--- config.mk ---
export PLATFORM = sky130hd
export DESIGN_NAME = apx_int_add_cfg_pipe
export DESIGN_NICKNAME = d
export VERILOG_FILES = /design/src/rtl/apx_int_pkg.sv /design/src/rtl/apx_int_addsub_masked.sv /design/src/rtl/apx_int_add_cfg_pipe.sv
export SDC_FILE = /design/constraint.sdc
export NUM_CORES = 1
export LEC_CHECK = 0
export CORE_MARGIN = 2
export CORE_UTILIZATION = 40
export DETAILED_ROUTE_END_ITERATION = 7
export DONT_BUFFER_PORTS = 1
export HOLD_SLACK_MARGIN = 0.15
export PLACE_DENSITY_LB_ADDON = 0.08
export RECOVER_POWER = 50
export SKIP_CTS_REPAIR_TIMING = 1
export SYNTH_ARGS = -nofsm -noshare
export SYNTH_HDL_FRONTEND = slang
export SYNTH_SLANG_ARGS = --single-unit
--- constraint.sdc ---
create_clock -name clk -period 10.63 [get_ports clk]
set_input_delay 2.126 -clock clk [delete_from_list [all_inputs] [get_ports clk]]
set_output_delay 2.126 -clock clk [all_outputs]
set_load 0.005 [all_outputs]
--- src/rtl/apx_int_pkg.sv ---
// Shared definitions for the approximate integer add/sub/accumulate pipeline:
// operation mode encodings and the width of the gated-bit-count field.
package apx_int_pkg;

    typedef enum logic [1:0] {
        MODE_ADD = 2'b00,
        MODE_SUB = 2'b01,
        MODE_ACC = 2'b10,
        MODE_RSV = 2'b11
    } apx_mode_e;

    // Width of a field able to hold a gated LSB count in 0..g_max.
    function automatic int gated_width(input int g_max);
        return (g_max < 1) ? 1 : $clog2(g_max + 1);
    endfunction

endpackage

--- src/rtl/apx_int_addsub_masked.sv ---
// Combinational masked adder/subtractor/accumulator. The low 'gated' bits of
// every operand are forced to zero, so those result bits come out as zero and
// the upper bits are exact for the selected mode.
module apx_int_addsub_masked
    import apx_int_pkg::*;
#(
    parameter int W = 32,
    parameter int G = 16
) (
    input  logic [W-1:0]                op_a,
    input  logic [W-1:0]                op_b,
    input  logic [W-1:0]                acc,
    input  logic [gated_width(G)-1:0]   gated,
    input  apx_mode_e                   mode,
    output logic [W-1:0]                res,
    output logic                        carry
);

    logic [W-1:0] keep_s;
    logic [W-1:0] a_m_s;
    logic [W-1:0] b_m_s;
    logic [W:0]   sum_s;
    logic [W:0]   diff_s;
    logic [W:0]   acc_sum_s;

    // Build the keep mask (1 for exact bits) and zero the gated adder inputs.
    always_comb begin
        keep_s = '0;
        for (int i = 0; i < W; i++) begin
            keep_s[i] = (i >= int'(gated));
        end
        a_m_s     = op_a & keep_s;
        b_m_s     = op_b & keep_s;
        sum_s     = {1'b0, a_m_s} + {1'b0, b_m_s};
        diff_s    = {1'b0, a_m_s} - {1'b0, b_m_s};
        acc_sum_s = {1'b0, acc} + {1'b0, a_m_s};
    end

    // Select the result for the mode; SUB reports carry as "no borrow".
    always_comb begin
        res   = '0;
        carry = 1'b0;
        case (mode)
            MODE_SUB: begin
                res   = diff_s[W-1:0];
                carry = ~diff_s[W];
            end
            MODE_ACC: begin
                res   = acc_sum_s[W-1:0];
                carry = acc_sum_s[W];
            end
            default: begin
                res   = sum_s[W-1:0];
                carry = sum_s[W];
            end
        endcase
    end

endmodule

--- src/rtl/apx_int_add_cfg_pipe.sv ---
// Two-stage valid/ready pipeline around a configurable approximate adder.
// S1 holds operands plus the config snapshot for that operation, S2 holds the
// result. Gated LSB operand flops are not loaded, cutting switching activity.
module apx_int_add_cfg_pipe
    import apx_int_pkg::*;
#(
    parameter int DATA_PATH_BITWIDTH = 32,
    parameter int MAX_GATED_BITWIDTH = 16
) (
    input  logic                                         clk,
    input  logic                                         rst,
    input  logic                                         cfg_we,
    input  logic [gated_width(MAX_GATED_BITWIDTH)-1:0]   cfg_gated_bits,
    input  logic [1:0]                                   cfg_mode,
    output logic                                         cfg_err,
    input  logic                                         in_valid,
    output logic                                         in_ready,
    input  logic [DATA_PATH_BITWIDTH-1:0]                a,
    input  logic [DATA_PATH_BITWIDTH-1:0]                b,
    output logic                                         out_valid,
    input  logic                                         out_ready,
    output logic [DATA_PATH_BITWIDTH-1:0]                c,
    output logic                                         c_carry,
    output logic                                         busy
);

    localparam int W  = DATA_PATH_BITWIDTH;
    localparam int G  = MAX_GATED_BITWIDTH;
    localparam int GW = gated_width(G);
    localparam logic [GW-1:0] G_MAX = GW'(G);

    // Active configuration
    logic [GW-1:0] cfg_g_r;
    apx_mode_e     cfg_mode_r;
    logic          cfg_err_r;

    // Stage 1: operands and per-operation config snapshot
    logic          s1_valid_r;
    logic [W-1:0]  s1_a_r;
    logic [W-1:0]  s1_b_r;
    logic [GW-1:0] s1_g_r;
    apx_mode_e     s1_mode_r;

    // Stage 2: result
    logic          s2_valid_r;
    logic [W-1:0]  c_r;
    logic          c_carry_r;
    logic [W-1:0]  acc_r;

    logic          s1_adv_s;
    logic          in_ready_s;
    logic          in_fire_s;
    logic          busy_s;
    logic          cfg_ok_s;
    logic [GW-1:0] cfg_g_clamp_s;
    logic [W-1:0]  load_keep_s;
    logic [W-1:0]  res_s;
    logic          carry_s;

    // Handshake, config acceptance and the S1 load-enable mask.
    always_comb begin
        s1_adv_s      = s1_valid_r & (~s2_valid_r | out_ready);
        in_ready_s    = ~rst & (~s1_valid_r | s1_adv_s);
        in_fire_s     = in_valid & in_ready_s;
        busy_s        = s1_valid_r | s2_valid_r;
        cfg_ok_s      = cfg_we & ~busy_s & ~in_valid;
        cfg_g_clamp_s = (cfg_gated_bits > G_MAX) ? G_MAX : cfg_gated_bits;
        load_keep_s   = '0;
        for (int i = 0; i < W; i++) begin
            load_keep_s[i] = (i >= int'(cfg_g_r));
        end
    end

    // Config register: writes land only while idle; rejected writes flag an error.
    always_ff @(posedge clk) begin
        if (rst) begin
            cfg_g_r    <= '0;
            cfg_mode_r <= MODE_ADD;
            cfg_err_r  <= 1'b0;
        end else begin
            cfg_err_r <= cfg_we & ~cfg_ok_s;
            if (cfg_ok_s) begin
                cfg_g_r    <= cfg_g_clamp_s;
                cfg_mode_r <= apx_mode_e'(cfg_mode);
            end
        end
    end

    // Stage 1: load ungated operand bits and the config snapshot on input transfer.
    always_ff @(posedge clk) begin
        if (rst) begin
            s1_valid_r <= 1'b0;
            s1_a_r     <= '0;
            s1_b_r     <= '0;
            s1_g_r     <= '0;
            s1_mode_r  <= MODE_ADD;
        end else if (in_fire_s) begin
            s1_valid_r <= 1'b1;
            s1_a_r     <= (a & load_keep_s) | (s1_a_r & ~load_keep_s);
            s1_b_r     <= (b & load_keep_s) | (s1_b_r & ~load_keep_s);
            s1_g_r     <= cfg_g_r;
            s1_mode_r  <= cfg_mode_r;
        end else if (s1_adv_s) begin
            s1_valid_r <= 1'b0;
        end
    end

    apx_int_addsub_masked #(
        .W (W),
        .G (G)
    ) u_addsub (
        .op_a  (s1_a_r),
        .op_b  (s1_b_r),
        .acc   (acc_r),
        .gated (s1_g_r),
        .mode  (s1_mode_r),
        .res   (res_s),
        .carry (carry_s)
    );

    // Stage 2: capture the result when S1 advances, drop it once consumed.
    always_ff @(posedge clk) begin
        if (rst) begin
            s2_valid_r <= 1'b0;
            c_r        <= '0;
            c_carry_r  <= 1'b0;
        end else if (s1_adv_s) begin
            s2_valid_r <= 1'b1;
            c_r        <= res_s;
            c_carry_r  <= carry_s;
        end else if (out_ready) begin
            s2_valid_r <= 1'b0;
        end
    end

    // Accumulator: cleared by an accepted config write, updated on ACC results.
    always_ff @(posedge clk) begin
        if (rst) begin
            acc_r <= '0;
        end else if (cfg_ok_s) begin
            acc_r <= '0;
        end else if (s1_adv_s && (s1_mode_r == MODE_ACC)) begin
            acc_r <= res_s;
        end
    end

    assign in_ready  = in_ready_s;
    assign busy      = busy_s;
    assign cfg_err   = cfg_err_r;
    assign out_valid = s2_valid_r;
    assign c         = c_r;
    assign c_carry   = c_carry_r;

endmodule

After elaboration in Yosys (flattened, before gate mapping)
Cells that the tools add are included.

Register bits: 146. Bits of input ports: 76. Output and inout port bits: 37. Word-level logic and storage cells: 116.

Add/sub/neg operators: 3. $lt $le $gt $ge: 63. Eq/ne operators: 2. Multiplexer cells: 7. Bitwise logic cells: 25. Reduce and logical (&&, ||, !) cells: 4.

Operators by type and width (count): 32-bit bitwise AND (6); 5-bit >= comparator (first input constant) (30); 4-bit by 5-bit >= comparator with 1-bit output (first input constant) (16); 32-bit by 32-bit adder with 33-bit output (2); 32-bit bitwise OR (2); 32-bit case mux with 2 select lines (1); 3-bit by 5-bit >= comparator with 1-bit output (first input constant) (8); 32-bit by 32-bit subtractor with 33-bit output (1); 32-bit NOT (1); 1-bit by 5-bit >= comparator with 1-bit output (first input constant) (4); 2-bit by 5-bit >= comparator with 1-bit output (first input constant) (4); 1-bit NOT (7); 1-bit bitwise AND (6); 5-bit greater-than comparator (second input constant) (1); 5-bit two-way mux (1); 1-bit two-way mux (4); 2-bit nonzero test (2); 1-bit bitwise OR (3); 2-bit by 1-bit equality test with 1-bit output (second input constant) (1); 2-bit equality test (second input constant) (1); 1-bit case mux with 2 select lines (1); 2-bit OR reduction (1); 1-bit logical AND (1).

Depth between registers and ports, before layout
Gate-level depths: netlist of run 1.

Depth in word-level cells: 7. Depth in mapped cells: 18. Gate-level depth less buffers: 16.

By module
A second synthesis of run 1 with hierarchy kept.

Cells, all modules: 1695. Area total of the unflattened synthesis: 12859.8 um^2.

By module, submodules not included: apx_int_addsub_masked (instances 1, cells an instance 1013, area an instance 6730.2 um^2, seq. area each 0.0 um^2); apx_int_add_cfg_pipe (instances 1, cells an instance 682, area an instance 6129.6 um^2, seq. area each 2922.8 um^2).

Worst setup path after synthesis of run 1
No wires, ideal clock.

Path kind: input port to output port. Start: input out_ready. End: output in_ready. Arrival: 2463 ps. Data required time: 8504 ps. Path slack: 6041 ps. Stages: 2. Path buffers: 0. Path through: nor2b_1 > a21oi_1.

Cells in the longest elaborated chain, start to end: 4.

Ends and longest elaborated chain: start, declared (line apx_int_add_cfg_pipe.sv:21) `input logic out_ready,`; 1-bit bitwise OR (line apx_int_add_cfg_pipe.sv:62) `s1_adv_s = s1_valid_r & (~s2_valid_r | out_ready);`; 1-bit bitwise AND (line apx_int_add_cfg_pipe.sv:62); 1-bit bitwise OR (line apx_int_add_cfg_pipe.sv:63) `in_ready_s = ~rst & (~s1_valid_r | s1_adv_s);`; 1-bit bitwise AND (line apx_int_add_cfg_pipe.sv:63); end, declared (line apx_int_add_cfg_pipe.sv:17) `output logic in_ready,`.

Every way passes these cells.

Worst setup path in the final report of run 1
Start: register s1_g_r[2]. End: register c_r[24] (netlist: c[24]).

Cells in the longest elaborated chain, start to end: 4. Elaborated cells on any way between the ends: 31. Those cells by class: add/sub: 3; order compare: 25; mux: 1; bitwise: 2.

Ends and longest elaborated chain: start, declared (line apx_int_add_cfg_pipe.sv:41) `logic [GW-1:0] s1_g_r;`; start signal, assigned (line apx_int_add_cfg_pipe.sv:101) `s1_g_r <= cfg_g_r;`; 1-bit by 5-bit >= comparator with 1-bit output (tied with other cells) (line apx_int_addsub_masked.sv:30) `keep_s[i] = (i >= int'(gated));`; 32-bit bitwise AND (on tied branches) (line apx_int_addsub_masked.sv:32, apx_int_addsub_masked.sv:33); 32-bit by 32-bit adder with 33-bit output (tied with other cells) (line apx_int_addsub_masked.sv:34) `sum_s = {1'b0, a_m_s} + {1'b0, b_m_s};`; 32-bit case mux with 2 select lines * (line apx_int_addsub_masked.sv:43) `case (mode)`; end signal, assigned (line apx_int_add_cfg_pipe.sv:129) `c_r <= res_s;`; end, declared (line apx_int_add_cfg_pipe.sv:46) `logic [W-1:0] c_r;`.

Every way passes the cells marked *; elsewhere a longest branch is shown, timed or not. A chain may end at the register's enable or synchronous reset.

==> results of run 1 <==
==> cells in the mapped netlist, types with 12 or more instances <==
| library cell | n |
|---|---|
| a211oi_1 | 35 |
| a21o_1 | 30 |
| a21oi_1 | 141 |
| a221oi_1 | 14 |
| a31oi_1 | 27 |
| and2_1 | 45 |
| and3_1 | 21 |
| clkbuf_1 | 73 |
| dfxtp_1 | 146 |
| ha_1 | 86 |
| inv_1 | 80 |
| maj3_1 | 12 |
| mux2i_1 | 53 |
| nand2_1 | 142 |
| nand3_1 | 52 |
| nand4_1 | 12 |
| nor2_1 | 181 |
| nor2b_1 | 25 |
| nor3_1 | 23 |
| o211ai_1 | 12 |
| o21a_1 | 15 |
| o21ai_0 | 73 |
| o21bai_1 | 13 |
| o31ai_1 | 18 |
| xnor2_1 | 57 |
| xor2_1 | 30 |
==> worst reg2reg max path: stages (launching register included) <==
cell      delay [ps]
dfxtp_1          840
o21ai_1          460
and3_1           370
ha_1             410
or3_1            380
o21ai_0          510
o22ai_1          270
a211oi_1         360
o22ai_1          200
xnor2_1          160
a221oi_1         550
a211oi_1         150
==> worst max path at each step <==
stage	start	to	slack [ps]
finish	s1_g_r[2]$_SDFFE_PP0P_	c[24]$_SDFFE_PP0P_	5760
global route	s1_g_r[2]$_SDFFE_PP0P_	c[22]$_SDFFE_PP0P_	5450
CTS	out_ready	in_ready	5850
detailed placement	out_ready	register	5700
global placement	out_ready	register	5810
floorplan	out_ready	in_ready	6040
==> stage by stage <==
stage                     std cells  utilization, %  power (W)  worst slack (ps)
final                          1993            43.2    0.00163              5760
after global routing           1993            43.2    0.00171              5450
after CTS                      1993            43.2    0.00163              5850
after detailed placement       1962            41.3   0.000986              5700
after global placement         1962            41.3   0.000986              5810
after floorplan                1655               -   0.000895              6040
==> per-layer routing <==
| layer | part of all wire (%) | GRT usage, % | vias up |
|---|---|---|---|
| met5 | 0 | 0 | - |
| met4 | 1.4 | 6.18 | 0 |
| met3 | 8.3 | 5.42 | 34 |
| met2 | 39 | 35.1 | 438 |
| met1 | 51 | 40.1 | 5476 |
| li1 | - | - | 5842 |
==> report_power, final <==
group / switching (W) / internal [W] / total (W) / leakage (nW)
clock: 0.000265 / 0.000378 / 0.000643 / 0.299
sequential: 0.0000253 / 0.000571 / 0.000597 / 1.19
combinational: 0.000242 / 0.000146 / 0.000387 / 3.93
==> layout make-up <==
cell class | count | area share [%]
clock inverters | 13 | 1.30
inverters | 83 | 2.35
clock buffers | 18 | 3.31
repair buffers | 11 | 0.537
flip-flops and latches | 146 | 22.0
well taps | 396 | 3.73
multi-input cells | 1326 | 66.8
==> cell families (layout without fill, tap and decap cells) <==
logic type | Yosys count | in the layout | synth area share, %
multiplexers | 56 | 56 | 4.53
AND/OR/NAND/NOR | 575 | 575 | 22.4
adder cells (fa/ha/maj) | 100 | 100 | 9.73
AO/OA/AOI/OAI | 507 | 507 | 27.8
flip-flops | 146 | 146 | 23.3
XOR/XNOR | 88 | 88 | 6.21
buffers and inverters | 183 | 125 | 5.99
==> cells in the final DEF, fill, tap and decap left out, types with 35 or more instances in the layout <==
master / count
nand3_1: 52
mux2i_1: 53
a21oi_1: 141
xnor2_1: 57
inv_1: 80
nor2_1: 180
o21ai_0: 73
a211oi_1: 35
nand2_1: 142
and2_1: 45
ha_1: 86
dfxtp_1: 146
==> flow_summary.toml, run 1 <==
[timing]
hold_viol_final = 0
setup_viol = 0
rsz0062_at_grt = "no"
fin_crit_ps = 4870
slew_headroom_pct = -53.9
hold_slack_ps = 455
fin_crit_sh_pct = 45.8
skew_ps = 13.8
worst_pin_slew_ps = 2310
fin_setup_tns_ps = 0
timing.fmax_ghz = 0.205
drv_slew = 108

[logic_synthesis]
synth_warnings = 0
synth-edff-count = 0
syn_nets = 1817
synth_top_area_cell = "dfxtp_1"
synth-seq-area-share_pct = 23.3
syn_inst = 1655
synth_seq_cells = 146
avgSynthCellArea_um2 = 7.57
synth_top_area_share_pct = 23.3
yosys-top-cells-area = "dfxtp_1 (23%), ha_1 (8.6%), a21oi_1 (5.6%), nor2_1 (5.4%), nand2_1 (4.3%)"
netlist_area_um2 = 12500
async_flop_share_pct = 0
ys.flop_type = "dfxtp_1"
synth.distinct_cells = 101

[worst_setup_path]
cp-start-kind = "register"
endpoint_kind = "register"
reg2reg_setup_slack_ps = 5760
critPathKind = "reg2reg"
cp.depth = 11
crit_slowest_cell = "dfxtp_1"
cp_cell_sequence = "o21ai_1 -> and3_1 -> ha_1 -> or3_1 -> o21ai_0 -> o22ai_1 -> a211oi_1 -> o22ai_1 -> xnor2_1 -> a221oi_1 -> a211oi_1"
slowest_delay_ps = 840
r2r-start = "s1_g_r[2]$_SDFFE_PP0P_"
path_max_fanout = 20
arrival_ps = 5100
r2r_cells = 11
critPathTopFamily = "compound AO/OA/AOI/OAI gates"
r2r_end = "c[24]$_SDFFE_PP0P_"
crit_buf_inv = 0
required_ps = 10860

[floorplan]
die_h_um = 181
die_x_um = 181
ios = 113
start_util_pct = 40.7
die_area_um2 = 32800
core_um2 = 30700
num_rows = 64

[power_and_ir_drop]
p_leak_nw = 5.42
powerDensity_nw_per_um2 = 123
ir_drop_v = 0.000126

[worst_hold_path]
holdPathStages = 2
hold_path_class = "reg2reg"

[grt]
first_global_vias = 10833
grt_usage_pct = 25.7
antenna_found_initial = 0
overflow = 0
grt_pass1_wl_um = 65000
grt_start_max_net_pins = 120

[status]
violations = "max-capacitance violations, max-slew violations"
status = "finished with violations"

[drt]
ant_nets = 0
drt_pass1_iterations = 7
drc_errors = 0
wl_per_cell_um = 21.2
vias = 11790
drt-total-wl_um = 42300
drt_iter0_drc = 1098
via_per_inst = 5.92

[cells_and_area]
n_antenna_cell = 0
area_growth_pct = 5.97
nets = 1747
drive_gt1_share_pct = 6.20
multi_input_area_um2 = 8860
stdcell_area_um2 = 13300
seq_area_um2 = 2920
n_fill_cell = 3162

[clock_network]
clk_latency_ps = 450
cts_root_buf = "clkbuf_16"
clock-sinks = 146
htreeDepth = 4
cts_tree = "done"
clkTransAtPathRegs_ps = 70
cts_buffer_depth = 2
cts_buffers = 17

[place]
numPortBuffers = 0
dpl-instance-area_um2 = 12700
hpwlAfterDp_um = 33400
gp_congestion = 0.961

[run]
maxCapViolations = 2
(Power assumes the default switching activity.)
==> run 2, diff against run 1 <==
==> constraint.sdc (replaced) <==
create_clock -name clk -period 5.02 [get_ports clk]
set_input_delay 1.004 -clock clk [delete_from_list [all_inputs] [get_ports clk]]
set_output_delay 1.004 -clock clk [all_outputs]
set_load 0.005 [all_outputs]
==> flow_summary.toml, run 2 (same netlist as run 1, synthesis figures left out) <==
[clock_network]
clkTransAtPathRegs_ps = 70
cts_root_buf = "clkbuf_16"
htreeDepth = 4
clock-sinks = 146
clk_latency_ps = 450
cts_buffers = 17
cts_buffer_depth = 2
cts_tree = "done"

[cells_and_area]
layout_common_cells = "nor2_1 (180), dfxtp_1 (146), nand2_1 (142)"
nets = 1757
drive_gt1_share_pct = 6.79
n_fill_cell = 3213
fin_cells = 2002
fin_util_pct = 43.5
n_antenna_cell = 0
final_common_cell = "nor2_1"
area_growth_pct = 6.81

[drt]
via_per_inst = 5.89
drt_pass1_iterations = 5
drt-total-wl_um = 42000
drt_iter0_drc = 1138
drc_errors = 0
wl_per_cell_um = 21.0
vias = 11783
ant_nets = 0

[run]
maxCapViolations = 0

[worst_setup_path]
cp-start-kind = "register"
required_ps = 5320
slowest_delay_ps = 730
endpoint_kind = "register"
path_common_cell = "a311oi_1"
critPathKind = "reg2reg"
arrival_ps = 5070
path_max_fanout = 20
cp_cell_sequence = "buf_4 -> nor3_2 -> buf_4 -> and2_1 -> ha_1 -> a21o_1 -> a311oi_1 -> a221o_1 -> nand4bb_1 -> a31o_2 -> a21oi_2 -> mux2i_1 -> nand4_1 -> a311oi_1 -> a311oi_1"
crit_slowest_cell = "dfxtp_1"

[floorplan]
die_area_um2 = 32800
die_h_um = 181
num_rows = 64
core_um2 = 30700
ios = 113
die_x_um = 181
start_util_pct = 40.7

[power_and_ir_drop]
internal_power_w = 0.00240
p_clk_share_pct = 40.5
power.share.combinational_pct = 23.4
powerDensity_nw_per_um2 = 262
ir_drop_v = 0.000228
p_total_w = 0.00350
p_leak_nw = 5.49
swShare_pct = 31.5
switching_power_w = 0.00110
seq_power_share_pct = 36.1

[grt]
grt_usage_pct = 25.5
grt_pass1_wl_um = 64700
met2_usage_pct = 35.6
grt-busiest-layer = "met1"
use_met3_pct = 7.03
antenna_found_initial = 0
met1_usage_pct = 38.0
first_global_vias = 10900
overflow = 0
grt_start_max_net_pins = 120

[place]
numPortBuffers = 0
gp_congestion = 0.925
dpl.cell_count = 1972
hpwlAfterDp_um = 33500

[worst_hold_path]
hold_path_class = "reg2reg"

[timing]
skew_ps = 10.4
fin_crit_sh_pct = 95.0
drv_slew = 0
setup_viol = 0
fin_crit_ps = 4770
hold_viol_final = 0
timing.fmax_ghz = 0.210
rsz0062_at_grt = "no"
slew_headroom_pct = 28.8
worst_pin_slew_ps = 1070
fin_setup_tns_ps = 0

[status]
status = "completed"
run 2: cell types whose count changed in the layout (fill, tap and decap cells not counted), sizes merged:
| cell | before | now |
|---|---|---|
| clkinvlp | 1 | 0 |
| inv | 88 | 85 |
| bufinv | 3 | 5 |
| clkbuf | 21 | 20 |
| buf | 8 | 18 |
| clkinv | 4 | 6 |
run 2: cell type report:
| cell class | instances | area [um^2] | share of cell area (%) |
|---|---|---|---|
| clock buffer | 17 | 425 | 3.18 |
| clock inverter | 13 | 209 | 1.56 |
| inverter | 83 | 312 | 2.33 |
| multi-input combinational | 1326 | 8870 | 66.3 |
| sequential | 146 | 2920 | 21.8 |
| tap | 396 | 495 | 3.70 |
| timing repair buffer | 21 | 146 | 1.09 |
run 2: power by group through the flow:
stage	Sequential [W]	Combinational [W]	Clock, W
2_1_floorplan	0.00126	0.000635	0
3_3_place_gp	0.00129	0.000803	0
3_5_place_dp	0.00129	0.000800	0
4_1_cts	0.00126	0.000805	0.00145
5_1_grt	0.00127	0.000903	0.00150
6_report	0.00126	0.000821	0.00142
run 2: metal layers:
metal | up-vias | wire length, um
met1 | 5482 | 21300
met4 | 0 | 628
li1 | 5863 | -
met3 | 29 | 3610
met5 | - | 0
met2 | 409 | 16500
run 2: worst max-delay path: cells and delay by family (launching register included):
family                   cells  cell delay, ps
multiplexers                 1             330
buffers and inverters        2             460
AO/OA/AOI/OAI                7            1950
adder cells (fa/ha/maj)      1             460
flip-flops                   1             730
AND/OR/NAND/NOR              4             670
run 2: final timing paths:
check	depth (start not counted)	slack [ps]	to	startpoint
max reg2reg	15	250	c[31]$_SDFFE_PP0P_	s1_g_r[4]$_SDFFE_PP0P_
min reg2reg	2	460	cfg_mode_r[0]$_SDFFE_PP0P_	cfg_mode_r[0]$_SDFFE_PP0P_
min	2	460	cfg_mode_r[0]$_SDFFE_PP0P_	cfg_mode_r[0]$_SDFFE_PP0P_
max	15	250	c[31]$_SDFFE_PP0P_	s1_g_r[4]$_SDFFE_PP0P_
run 2: metrics by stage:
stage	worst slack [ps]	hold WS [ps]	cell area (um^2)
2_1_floorplan	1050	425	12500
3_3_place_gp	463	445	12800
3_5_place_dp	345	447	12800
4_1_cts	333	456	13400
5_1_grt	7.63	472	13400
6_report	253	459	13400
==> run 3, diff against run 2 <==
--- a/config.mk
+++ b/config.mk
@@ -13,6 +13,8 @@
 export PLACE_DENSITY_LB_ADDON = 0.08
 export RECOVER_POWER = 50
 export SKIP_CTS_REPAIR_TIMING = 1
+export SLEW_MARGIN = 25
 export SYNTH_ARGS = -nofsm -noshare
 export SYNTH_HDL_FRONTEND = slang
+export SYNTH_HIERARCHICAL = 1
 export SYNTH_SLANG_ARGS = --single-unit
==> flow_summary.toml, run 3 <==
[status]
status = "finished with violations"
violations = "max-capacitance violations, max-slew violations"

[drt]
via_per_inst = 6.43
drt-total-wl_um = 52500
drc_errors = 0
drt_iter0_drc = 1368
drt_pass1_iterations = 7
wl_per_cell_um = 25.6
ant_nets = 0
vias = 13185

[timing]
skew_ps = 13.2
rsz0062_at_grt = "no"
timing.fmax_ghz = 0.210
fin_setup_tns_ps = 0
fin_crit_ps = 4770
drv_slew = 119
setup_viol = 0
slew_headroom_pct = -48.4
hold_viol_final = 0
hold_slack_ps = 468
setup_ws_ps = 250
fin_crit_sh_pct = 95.0
worst_pin_slew_ps = 2230

[worst_setup_path]
critPathTopFamily = "compound AO/OA/AOI/OAI gates"
endpoint_kind = "register"
slowest_delay_ps = 740
reg2reg_setup_slack_ps = 250
arrival_ps = 5130
required_ps = 5380
crit_slowest_cell = "dfxtp_1"
cp_cell_sequence = "nor2_1 -> and3_1 -> ha_1 -> ha_1 -> a31o_2 -> maj3_1 -> o2111a_1 -> o2111a_1 -> o31a_1 -> maj3_2 -> a31oi_4 -> o21ai_1 -> o21a_1 -> o31ai_1 -> nand4_1 -> a21oi_1"
cp-start-kind = "register"
path_max_fanout = 17
crit_buf_inv = 0
critPathKind = "reg2reg"

[place]
gp_congestion = 0.949
place_ws_ps = 273
dpl-instance-area_um2 = 13200
hpwlAfterDp_um = 39700
numPortBuffers = 0

[logic_synthesis]
synth.top_cells.by_count = "a21oi_1 (163), dfxtp_1 (146), nand2_1 (114), clkbuf_1 (105), o21ai_0 (102)"
synth_top_area_cell = "dfxtp_1"
yosys-top-cells-area = "dfxtp_1 (23%), ha_1 (8.2%), a21oi_1 (6.3%), o21ai_0 (4.0%), xnor2_1 (3.8%)"
avgSynthCellArea_um2 = 7.59
netlist_area_um2 = 12900
synth_most_common_cell = "a21oi_1"
synth-edff-count = 0
synth_warnings = 6
synth-seq-area-share_pct = 22.7
synth.distinct_cells = 88
async_flop_share_pct = 0
synth_seq_cells = 146
syn_inst = 1695
synth_top_area_share_pct = 22.7
ys.flop_type = "dfxtp_1"
syn_nets = 1855

[cells_and_area]
final_common_cell = "a21oi_1"
nets = 1791
seq_area_um2 = 2930
drive_gt1_share_pct = 10.8
area_growth_pct = 7.62
multi_input_area_um2 = 9100
stdcell_area_um2 = 13800
fin_util_pct = 43.7
layout_common_cells = "a21oi_1 (163), dfxtp_1 (144), nand2_1 (113)"
n_fill_cell = 3251

[power_and_ir_drop]
p_leak_nw = 5.62
ir_drop_v = 0.000267
powerDensity_nw_per_um2 = 271

[worst_hold_path]
hold_path_class = "reg2reg"

[run]
maxCapViolations = 2

[grt]
grt_usage_pct = 31.0
grt-busiest-layer = "met2"
grt_start_max_net_pins = 108
first_global_vias = 12132
met1_usage_pct = 44.8
grt_pass1_wl_um = 78200
antenna_found_initial = 5
overflow = 0
use_met3_pct = 7.19
met2_usage_pct = 46.2

[clock_network]
htreeDepth = 4
cts_root_buf = "clkbuf_16"
clock-sinks = 146
clk_latency_ps = 460
cts_buffers = 17
cts_tree = "done"
cts_buffer_depth = 2
clkTransAtPathRegs_ps = 70

[floorplan]
die_area_um2 = 33600
die_h_um = 183
start_util_pct = 40.6
die_x_um = 183
core_um2 = 31600
num_rows = 65
ios = 113
[run 3: per-layer routing]
layer	up-vias	share of wire, %
met1	6392	47
met4	4	2.0
met2	590	42
met5	-	0.050
li1	6137	-
met3	62	8.8
[run 3: metrics by stage]
stage | total power (W) | instances
after floorplan | 0.00202 | 1695
after global placement | 0.00233 | 2014
after detailed placement | 0.00232 | 2014
after CTS | 0.00373 | 2046
after global routing | 0.00389 | 2048
final | 0.00375 | 2050
[run 3: power breakdown]
group / total, W / switching [W] / internal (W)
clock: 0.00142 / 0.000620 / 0.000800
combinational: 0.00103 / 0.000647 / 0.000382
sequential: 0.00130 / 0.0000846 / 0.00122
total: 0.00375 / 0.00135 / 0.00240
[run 3: layout make-up]
type                       count  area share, %
clock buffer                  17           3.07
timing repair buffer          46           2.40
inverter                      91           2.47
sequential                   146           21.1
tap                          402           3.63
antenna                        4         0.0723
multi-input combinational   1329           65.8
clock inverter                15           1.44
[run 3: path summary, 6_finish.rpt]
path | from | to | cells past startpoint
setup reg to reg | s1_g_r[1]$_SDFFE_PP0P_ | acc_r[26]$_SDFFE_PP0P_ | 16
hold reg to reg | register | register | 2
hold / removal | register | register | 2
setup / recovery | s1_g_r[1]$_SDFFE_PP0P_ | acc_r[26]$_SDFFE_PP0P_ | 16
[run 3: worst register-to-register path, cell delays in order, from the launching register on]
cell and delay, ps:
dfxtp_1 740, nor2_1 230, and3_1 260, ha_1 220
ha_1 190, a31o_2 230, maj3_1 400, o2111a_1 220
o2111a_1 300, o31a_1 330, maj3_2 370, a31oi_4 260
o21ai_1 130, o21a_1 200, o31ai_1 280, nand4_1 130
a21oi_1 180
[run 3: cells by family (layout without fill, tap and decap cells)]
family / Yosys count / in the layout / share of synthesized area, %
AO/OA/AOI/OAI: 578 / 578 / 30.1
XOR/XNOR: 92 / 92 / 6.27
adder cells (fa/ha/maj): 97 / 97 / 9.21
buffers and inverters: 220 / 169 / 6.71
flip-flops: 146 / 146 / 22.7
multiplexers: 37 / 37 / 3.28
other: 0 / 4 / 0
AND/OR/NAND/NOR: 525 / 525 / 21.7
